--- src/rtl/adler32_job_arbiter.sv ---
// Round-robin arbiter sharing one Adler-32 engine among NUM_REQ requesters.
// Optional WAIT-state watchdog is enabled with `define ADLER_ARB_WATCHDOG_EN.
module adler32_job_arbiter #(
    parameter int NUM_REQ   = 4,
    parameter int WD_CYCLES = 1024
) (
    input  logic                   clock,
    input  logic                   rst_n,
    input  logic [NUM_REQ-1:0]     req,
    input  logic [NUM_REQ*32-1:0]  req_size,
    input  logic [NUM_REQ*8-1:0]   req_data,
    output logic [NUM_REQ-1:0]     data_rd,
    output logic [NUM_REQ-1:0]     grant,
    output logic [NUM_REQ-1:0]     done,
    output logic [31:0]            checksum_out,
    output logic                   busy,
    output logic                   eng_rst_n,
    output logic                   eng_size_valid,
    output logic [31:0]            eng_size,
    output logic                   eng_data_start,
    output logic [7:0]             eng_data,
    input  logic [31:0]            eng_checksum,
    input  logic                   eng_checksum_valid,
    output logic                   err
);

    localparam int IW = (NUM_REQ > 1) ? $clog2(NUM_REQ) : 1;

    if (NUM_REQ < 2 || NUM_REQ > 8 || WD_CYCLES < 1) begin : g_param_chk
        $error("adler32_job_arbiter: parameter out of range");
    end

    typedef enum logic [2:0] {
        ST_IDLE   = 3'd0,
        ST_CLR    = 3'd1,
        ST_LOAD   = 3'd2,
        ST_START  = 3'd3,
        ST_STREAM = 3'd4,
        ST_WAIT   = 3'd5,
        ST_DONE   = 3'd6,
        ST_ZERO   = 3'd7
    } state_t;

    state_t               state_q, state_d;
    logic [IW-1:0]        g_q, g_d;
    logic [IW-1:0]        last_q, last_d;
    logic [NUM_REQ-1:0]   grant_q, grant_d;
    logic [31:0]          size_q, size_d;
    logic [31:0]          cnt_q, cnt_d;
    logic [31:0]          sum_q, sum_d;

    logic                 pick_vld_s;
    logic [IW-1:0]        pick_idx_s;
    logic [IW-1:0]        cand_s;
    logic [31:0]          pick_size_s;

`ifdef ADLER_ARB_WATCHDOG_EN
    localparam int WDW = $clog2(WD_CYCLES + 1);
    logic [WDW-1:0]       wd_q, wd_d;
    logic                 err_q, err_d;
`endif

    // Round-robin pick: first pending request after the previous owner, with wrap.
    always_comb begin
        pick_vld_s = 1'b0;
        pick_idx_s = '0;
        cand_s     = '0;
        for (int k = 1; k <= NUM_REQ; k++) begin
            cand_s = IW'((int'(last_q) + k) % NUM_REQ);
            if (!pick_vld_s && req[cand_s]) begin
                pick_vld_s = 1'b1;
                pick_idx_s = cand_s;
            end else begin
                pick_idx_s = pick_idx_s;
            end
        end
        pick_size_s = req_size[32*pick_idx_s +: 32];
    end

    // Next-state logic for the job sequencer.
    always_comb begin
        state_d = state_q;
        g_d     = g_q;
        last_d  = last_q;
        grant_d = grant_q;
        size_d  = size_q;
        cnt_d   = cnt_q;
        sum_d   = sum_q;
`ifdef ADLER_ARB_WATCHDOG_EN
        wd_d    = wd_q;
        err_d   = 1'b0;
`endif
        case (state_q)
            ST_IDLE: begin
                if (pick_vld_s) begin
                    g_d     = pick_idx_s;
                    grant_d = {{(NUM_REQ-1){1'b0}}, 1'b1} << pick_idx_s;
                    cnt_d   = pick_size_s;
                    if (pick_size_s == 32'd0) begin
                        state_d = ST_ZERO;
                    end else begin
                        size_d  = pick_size_s;
                        state_d = ST_CLR;
                    end
                end else begin
                    state_d = ST_IDLE;
                end
            end
            ST_CLR:   state_d = ST_LOAD;
            ST_LOAD:  state_d = ST_START;
            ST_START: state_d = ST_STREAM;
            ST_STREAM: begin
                cnt_d = cnt_q - 32'd1;
                if (cnt_q == 32'd1) begin
                    state_d = ST_WAIT;
`ifdef ADLER_ARB_WATCHDOG_EN
                    wd_d    = '0;
`endif
                end else begin
                    state_d = ST_STREAM;
                end
            end
            ST_WAIT: begin
                if (eng_checksum_valid) begin
                    sum_d   = eng_checksum;
                    state_d = ST_DONE;
`ifdef ADLER_ARB_WATCHDOG_EN
                end else if (wd_q == WDW'(WD_CYCLES - 1)) begin
                    sum_d   = 32'hFFFF_FFFF;
                    err_d   = 1'b1;
                    state_d = ST_DONE;
                end else begin
                    wd_d    = wd_q + {{(WDW-1){1'b0}}, 1'b1};
                    state_d = ST_WAIT;
                end
`else
                end else begin
                    state_d = ST_WAIT;
                end
`endif
            end
            ST_DONE: begin
                last_d  = g_q;
                grant_d = '0;
                state_d = ST_IDLE;
            end
            ST_ZERO: begin
                sum_d   = 32'h0000_0001;
                state_d = ST_DONE;
            end
            default: begin
                grant_d = '0;
                state_d = ST_IDLE;
            end
        endcase
    end

    // State and datapath registers.
    always_ff @(posedge clock) begin
        if (!rst_n) begin
            state_q <= ST_IDLE;
            g_q     <= '0;
            last_q  <= IW'(NUM_REQ - 1);
            grant_q <= '0;
            size_q  <= 32'd0;
            cnt_q   <= 32'd0;
            sum_q   <= 32'd0;
`ifdef ADLER_ARB_WATCHDOG_EN
            wd_q    <= '0;
            err_q   <= 1'b0;
`endif
        end else begin
            state_q <= state_d;
            g_q     <= g_d;
            last_q  <= last_d;
            grant_q <= grant_d;
            size_q  <= size_d;
            cnt_q   <= cnt_d;
            sum_q   <= sum_d;
`ifdef ADLER_ARB_WATCHDOG_EN
            wd_q    <= wd_d;
            err_q   <= err_d;
`endif
        end
    end

    // Outputs decode directly from registered state; eng_rst_n also follows rst_n.
    assign grant          = grant_q;
    assign busy           = (state_q != ST_IDLE);
    assign done           = (state_q == ST_DONE)   ? grant_q : {NUM_REQ{1'b0}};
    assign data_rd        = (state_q == ST_STREAM) ? grant_q : {NUM_REQ{1'b0}};
    assign eng_rst_n      = rst_n & (state_q != ST_CLR);
    assign eng_size_valid = (state_q == ST_LOAD);
    assign eng_size       = size_q;
    assign eng_data_start = (state_q == ST_START);
    assign eng_data       = (state_q == ST_STREAM) ? req_data[8*g_q +: 8] : 8'h00;
    assign checksum_out   = sum_q;

`ifdef ADLER_ARB_WATCHDOG_EN
    assign err = err_q;
`else
    assign err = 1'b0;
`endif

endmodule

--- config.mk ---
export PLATFORM = sky130hd
export DESIGN_NAME = adler32_job_arbiter
export DESIGN_NICKNAME = d
export VERILOG_FILES = /design/src/rtl/adler32_job_arbiter.sv
export SDC_FILE = /design/constraint.sdc
export NUM_CORES = 1
export LEC_CHECK = 0
export ABC_AREA = 1
export CORE_MARGIN = 4
export CORE_UTILIZATION = 47
export CTS_BUF_LIST = sky130_fd_sc_hd__clkbuf_4 sky130_fd_sc_hd__clkbuf_8
export DETAILED_ROUTE_END_ITERATION = 8
export GPL_ROUTABILITY_DRIVEN = 0
export PLACE_DENSITY_LB_ADDON = 0.15
export SYNTH_ARGS = -nofsm -noshare
export SYNTH_HDL_FRONTEND = slang
export SYNTH_SLANG_ARGS = --single-unit
--- constraint.sdc ---
create_clock -name clock -period 5.32 [get_ports clock]
set_clock_uncertainty 0.15 [all_clocks]
set_input_delay 0.798 -clock clock [delete_from_list [all_inputs] [get_ports clock]]
set_output_delay 0.798 -clock clock [all_outputs]
set_load 0.1 [all_outputs]
Word-level counts from Yosys, hierarchy flattened
Cells that the tools add are included.

Register bits after elaboration: 107. Bits of input ports: 199. Output and inout bits: 89. Word-level logic and storage cells: 79.

Add/sub/neg operators: 5. Order comparisons: 4. Equality and inequality tests: 11. Shift operators: 3. Mux-type cells: 30. Bitwise logic cells: 2. Reduce and logical (&&, ||, !) cells: 17.

Operators with widths (count): $pmux 32 s2 (2); $shiftx 128x8->32 (1); $mux 32 (2); $eq 32x1->1 const B (1); $logic_not 32->1 (1); $shiftx 32x6->8 (1); $sub 32x1->32 const B (1); $pmux 3 s8 (1); $eq 3x3->1 const B (4); $lt 2x3->1 const B (4); $mux 4 (3); $mux 2 (5); $mux 1 (9); $bmux 1 s2 (4); $mux 8 (1); $pmux 4 s2 (1); $reduce_and 2->1 (4); $eq 3x2->1 const B (2); $mux 3 (2); $reduce_bool 2->1 (3); $add 2x1->2 const B (2); $add 2x2->2 const B (2); $ne 2x2->1 const B (2); $shl 1x2->4 const A (1); other kinds (9) (13).

Depth between registers and ports, before layout
Word-level depth: 18. Gate-level depth with buffers: 26. Mapped depth without buffers: 23.

Least setup slack after synthesis
Ideal clock, no wire load.

Path kind: register to output. Start point: register (tool-made name). End point: output port eng_data[1]. Data arrival time: 3.089 ns. Required time: 4.372 ns. Setup slack: 1.283 ns. Cell stages (with the launch flop): 10. Buffers on the path: 3. Cells stage by stage: dfxtp_1 > inv_2 > nor2_1 > inv_1 > nor2_1 > inv_1 > clkbuf_1 > clkbuf_1 > buf_1 > a21oi_1.

RTL lines: end, declared (RTL line 21) `output logic [7:0] eng_data,`.

Worst setup path after layout
Start point: input port req[2]. End point: register size_q[9], in the netlist eng_size[9].

Word-level cells in the longest chain between the ends: 16. Elaborated cells between the ends (all ways): 26. Those cells by class: shift (1); mux (16); bitwise (1); reduce/logical (8).

RTL lines: start, declared (RTL line 9) `input logic [NUM_REQ-1:0] req,`; $bmux 1 s2 (RTL line 70) `if (!pick_vld_s && req[cand_s]) begin`; $mux 1 (implied by the code) (RTL line 70); $mux 1 (RTL line 70); $logic_not 1->1 (RTL line 70); $logic_and 1x1->1 (RTL line 70); $mux 1 (RTL line 70); $logic_not 1->1 (RTL line 70); $logic_and 1x1->1 (RTL line 70); $mux 1 (RTL line 70); $logic_not 1->1 (RTL line 70); $logic_and 1x1->1 (RTL line 70); $mux 2 (RTL line 70); $shiftx 128x8->32 (RTL line 77) `pick_size_s = req_size[32*pick_idx_s +: 32];`; $logic_not 32->1 (RTL line 99) `if (pick_size_s == 32'd0) begin`; $not 1->1 (no line); $reduce_and 3->1 (no line); end signal, assigned (RTL line 177) `size_q <= size_d;`; end, declared (RTL line 48) `logic [31:0] size_q, size_d;`.

Parallel ways exist; a longest one is shown, timed or not. The select of a mux whose other input is x is not followed. A chain may end at the register's enable or synchronous reset.

==> flow_metrics.env <==
export IMPL_status="finished clean"
export IMPL_setup_tns_ns=0
export IMPL_syn_area_um2=6500
export IMPL_fin_nets=1526
export IMPL_whs_ns=0.317
export IMPL_core_area_um2=13400
export IMPL_cts_buffers=9
export IMPL_fmax_ghz=0.231
export IMPL_cp_data_arrival_time_ns=4.44
export IMPL_fp_row_count=42
export IMPL_min_period_ns=4.33
export IMPL_critPathLaunchType="primary input"
export IMPL_io_buffers=286
export IMPL_post_dp_cell_area_um2=9320
export IMPL_peakVddDrop_v=0.000399
export IMPL_antenna_cells=0
export IMPL_fin_area_um2=9520
export IMPL_cts_root_buf="clkbuf_8"
export IMPL_endpoint_kind="flop"
export IMPL_cts_setup_buffers=0
export IMPL_clk_pin_slew_ns=0.12
export IMPL_grt_pass1_wl_um=36700
export IMPL_hpwl_um=17900
export IMPL_hold_violations=0
export IMPL_area_delta_synth_final_pct=46.4
export IMPL_worstSetupPathType="primary input to flop"
export IMPL_vias_per_cell=5.31
export IMPL_synth_yosys_seq_area_share_pct=32.9
export IMPL_holdCritPathClass="flop to flop"
export IMPL_setup_violations=0
export IMPL_die_w_um=126
export IMPL_crit_chain="clkdlybuf4s50_1, nand2_1, nand2_1, nand2_1, nand2_2, inv_2, nand2_1, nand2_1, nand2_2, nand2_4, nor2_4, nand2_1, nand2_1, nor2_1, nand2_1, nor2_1, nand2_1, nor2_1, nand2_2, buf_4, nand3_1, nand2_1, nor2_1"
export IMPL_cts_hold_buf=0
export IMPL_cp_startpoint="req[2]"
export IMPL_grt_util_all_layers_pct=28.0
export IMPL_relSlewSlack_pct=20.5
export IMPL_crit_top_cell="nand2_1"
export IMPL_path_buf_inv=3
export IMPL_path_max_fanout=36
export IMPL_grt_pass1_vias=7379
export IMPL_synth_seq_cells=107
export IMPL_clock_sinks=107
export IMPL_rsz0062_at_grt="false"
export IMPL_grt_max_degree=60
export IMPL_boundaryPins=288
export IMPL_drtIter0Drc=518
export IMPL_fillerInstances=1206
export IMPL_worstReg2RegStart="last_q[0]"
export IMPL_drive_above_1_share_pct=4.66
export IMPL_fin_crit_sh_pct=81.4
export IMPL_routedWlPerCell_um=15.3
export IMPL_cts_buffer_depth=2
export IMPL_wirelength_um=23100
export IMPL_ys_types=42
export IMPL_synth_edff_count=0
export IMPL_required_ns=5.43
export IMPL_drt_pre_antenna_iters=5
export IMPL_die_y_um=126
export IMPL_cts_max_level=3
export IMPL_synth_area_leaders="dfxtp_1 33%, nand2_1 18%, nor2_1 11%"
export IMPL_postSynth_topFlopCell="dfxtp_1"
export IMPL_grt_overflow_total=0
export IMPL_die_area_um2=15800
export IMPL_clock_latency_ns=0.38
export IMPL_postSynthAreaPerCell_um2=6.01
export IMPL_cpPeakStageDelay_ns=0.60
export IMPL_grt_antenna_before_repair=0
export IMPL_cts_repair_resized=0
export IMPL_drtAntennaViolNets=0
export IMPL_synth_cells=1082
export IMPL_ys_warn_count=0
export IMPL_vias=7993
export IMPL_slew_viol_final=0
export IMPL_yosysTopAreaCell="dfxtp_1"
export IMPL_cap_violations=0
export IMPL_initial_core_util_pct=48.5
export IMPL_tightest_slew_ns=1.18
export IMPL_cp_slowest_cell="nor2_4"
export IMPL_synthesis_nets=1283
export IMPL_critPathTopFamily="simple AND/OR/NAND/NOR gates"
export IMPL_async_reset_ff_share_pct=0
export IMPL_drc=0
export IMPL_synth_top_cell_area_share_pct=32.9
export IMPL_p_leak_uw=0.00398
export IMPL_post_route_util_pct=71.1
export IMPL_p_per_area_nw_per_um2=393
export IMPL_hold_path_startpoint="checksum_out[25]"
export IMPL_cts_tree="built"
-- worst paths after layout --
check | to | slack, ns | cells past startpoint
worst max-delay path | eng_size[9] | 0.99 | 23
worst min-delay path | checksum_out[25] | 0.32 | 2
worst max register to register | eng_size[9] | 1.28 | 22
worst min register to register | checksum_out[25] | 0.32 | 2
-- metal layers --
metal	wire (µm)	GRT usage, %	vias to the layer above
li1	-	-	4030
met2	10500	46.1	373
met4	604	8.42	0
met3	2150	7.07	33
met1	9820	36.5	3557
met5	0	0	-
-- tightest hold or removal path, cell delays in order, from the launching register on --
cell and delay (ns):
dfxtp_1 0.33, nand2_1 0.06, a21oi_1 0.05
-- logic make-up after synthesis --
| kind of cell | after synthesis | share of synthesized area, % |
|---|---|---|
| AO/OA/AOI/OAI | 192 | 16.0 |
| flip-flops | 107 | 32.9 |
| buffers and inverters | 124 | 8.62 |
| other | 1 | 0.0577 |
| XOR/XNOR | 2 | 0.269 |
| adder cells (fa/ha/maj) | 2 | 0.385 |
| AND/OR/NAND/NOR | 654 | 41.7 |
-- layout make-up --
class | instances | area (µm²) | share of cell area [%]
Multi-Input combinational cell | 851 | 3810 | 40.0
Sequential cell | 107 | 2140 | 22.5
Tap cell | 176 | 220 | 2.31
Timing Repair Buffer | 298 | 2930 | 30.7
Inverter | 58 | 220 | 2.31
Clock inverter | 7 | 77.6 | 0.815
Clock buffer | 9 | 124 | 1.30
-- report_power, final --
group / leakage [µW] / internal [µW] / switching [µW] / total [µW]
Combinational: 0.00300 / 619 / 1500 / 2120
Sequential: 0.000877 / 959 / 154 / 1110
Clock: 0.0000983 / 187 / 319 / 506
Total: 0.00398 / 1760 / 1970 / 3740
-- stage by stage --
stage | cells | total power, µW | setup slack [ns]
after floorplan | 1082 | 2640 | 1.28
after global placement | 1490 | 3210 | 0.751
after detailed placement | 1490 | 3230 | 0.664
after CTS | 1506 | 3730 | 1.03
after global routing | 1506 | 3970 | 0.580
final | 1506 | 3740 | 0.991
-- cell usage in the layout, fill, tap and decap left out, types with 2 or more instances in the layout --
master           instances
nand3_1                108
or4_1                    2
a211oi_1                 2
nand3b_1                 2
nor3_1                  15
o31a_1                   2
nor2_1                 183
ha_1                     2
nand2_1                314
clkinv_8                 2
dfxtp_1                107
nor4_1                   4
buf_4                   24
o21ai_0                 51
inv_2                    6
inv_6                    3
a31oi_1                 15
inv_1                   50
o21a_1                   5
nand4_1                 12
o311ai_0                 2
nand2_2                  5
nor2_2                   2
a21oi_1                103
clkdlybuf4s50_1        272
o211ai_1                 8
clkbuf_8                 9
-- cells in the mapped netlist, types with 12 or more instances --
cell type	number
nor2_1	183
buf_2	14
o21ai_0	51
a21oi_1	103
a31oi_1	15
nor3_1	16
nand4_1	12
dfxtp_1	107
nand3_1	108
inv_1	51
clkbuf_1	35
nand2_1	315
-- registers in the layout (all words and copies together) (netlist names), named ones only --
| signal | count |
|---|---|
| grant | 4 |
| checksum_out | 32 |
| cnt_q | 32 |
| eng_size | 32 |
| g_q | 2 |
| last_q | 2 |
| state_q | 2 |
(Power assumes the default switching activity.)
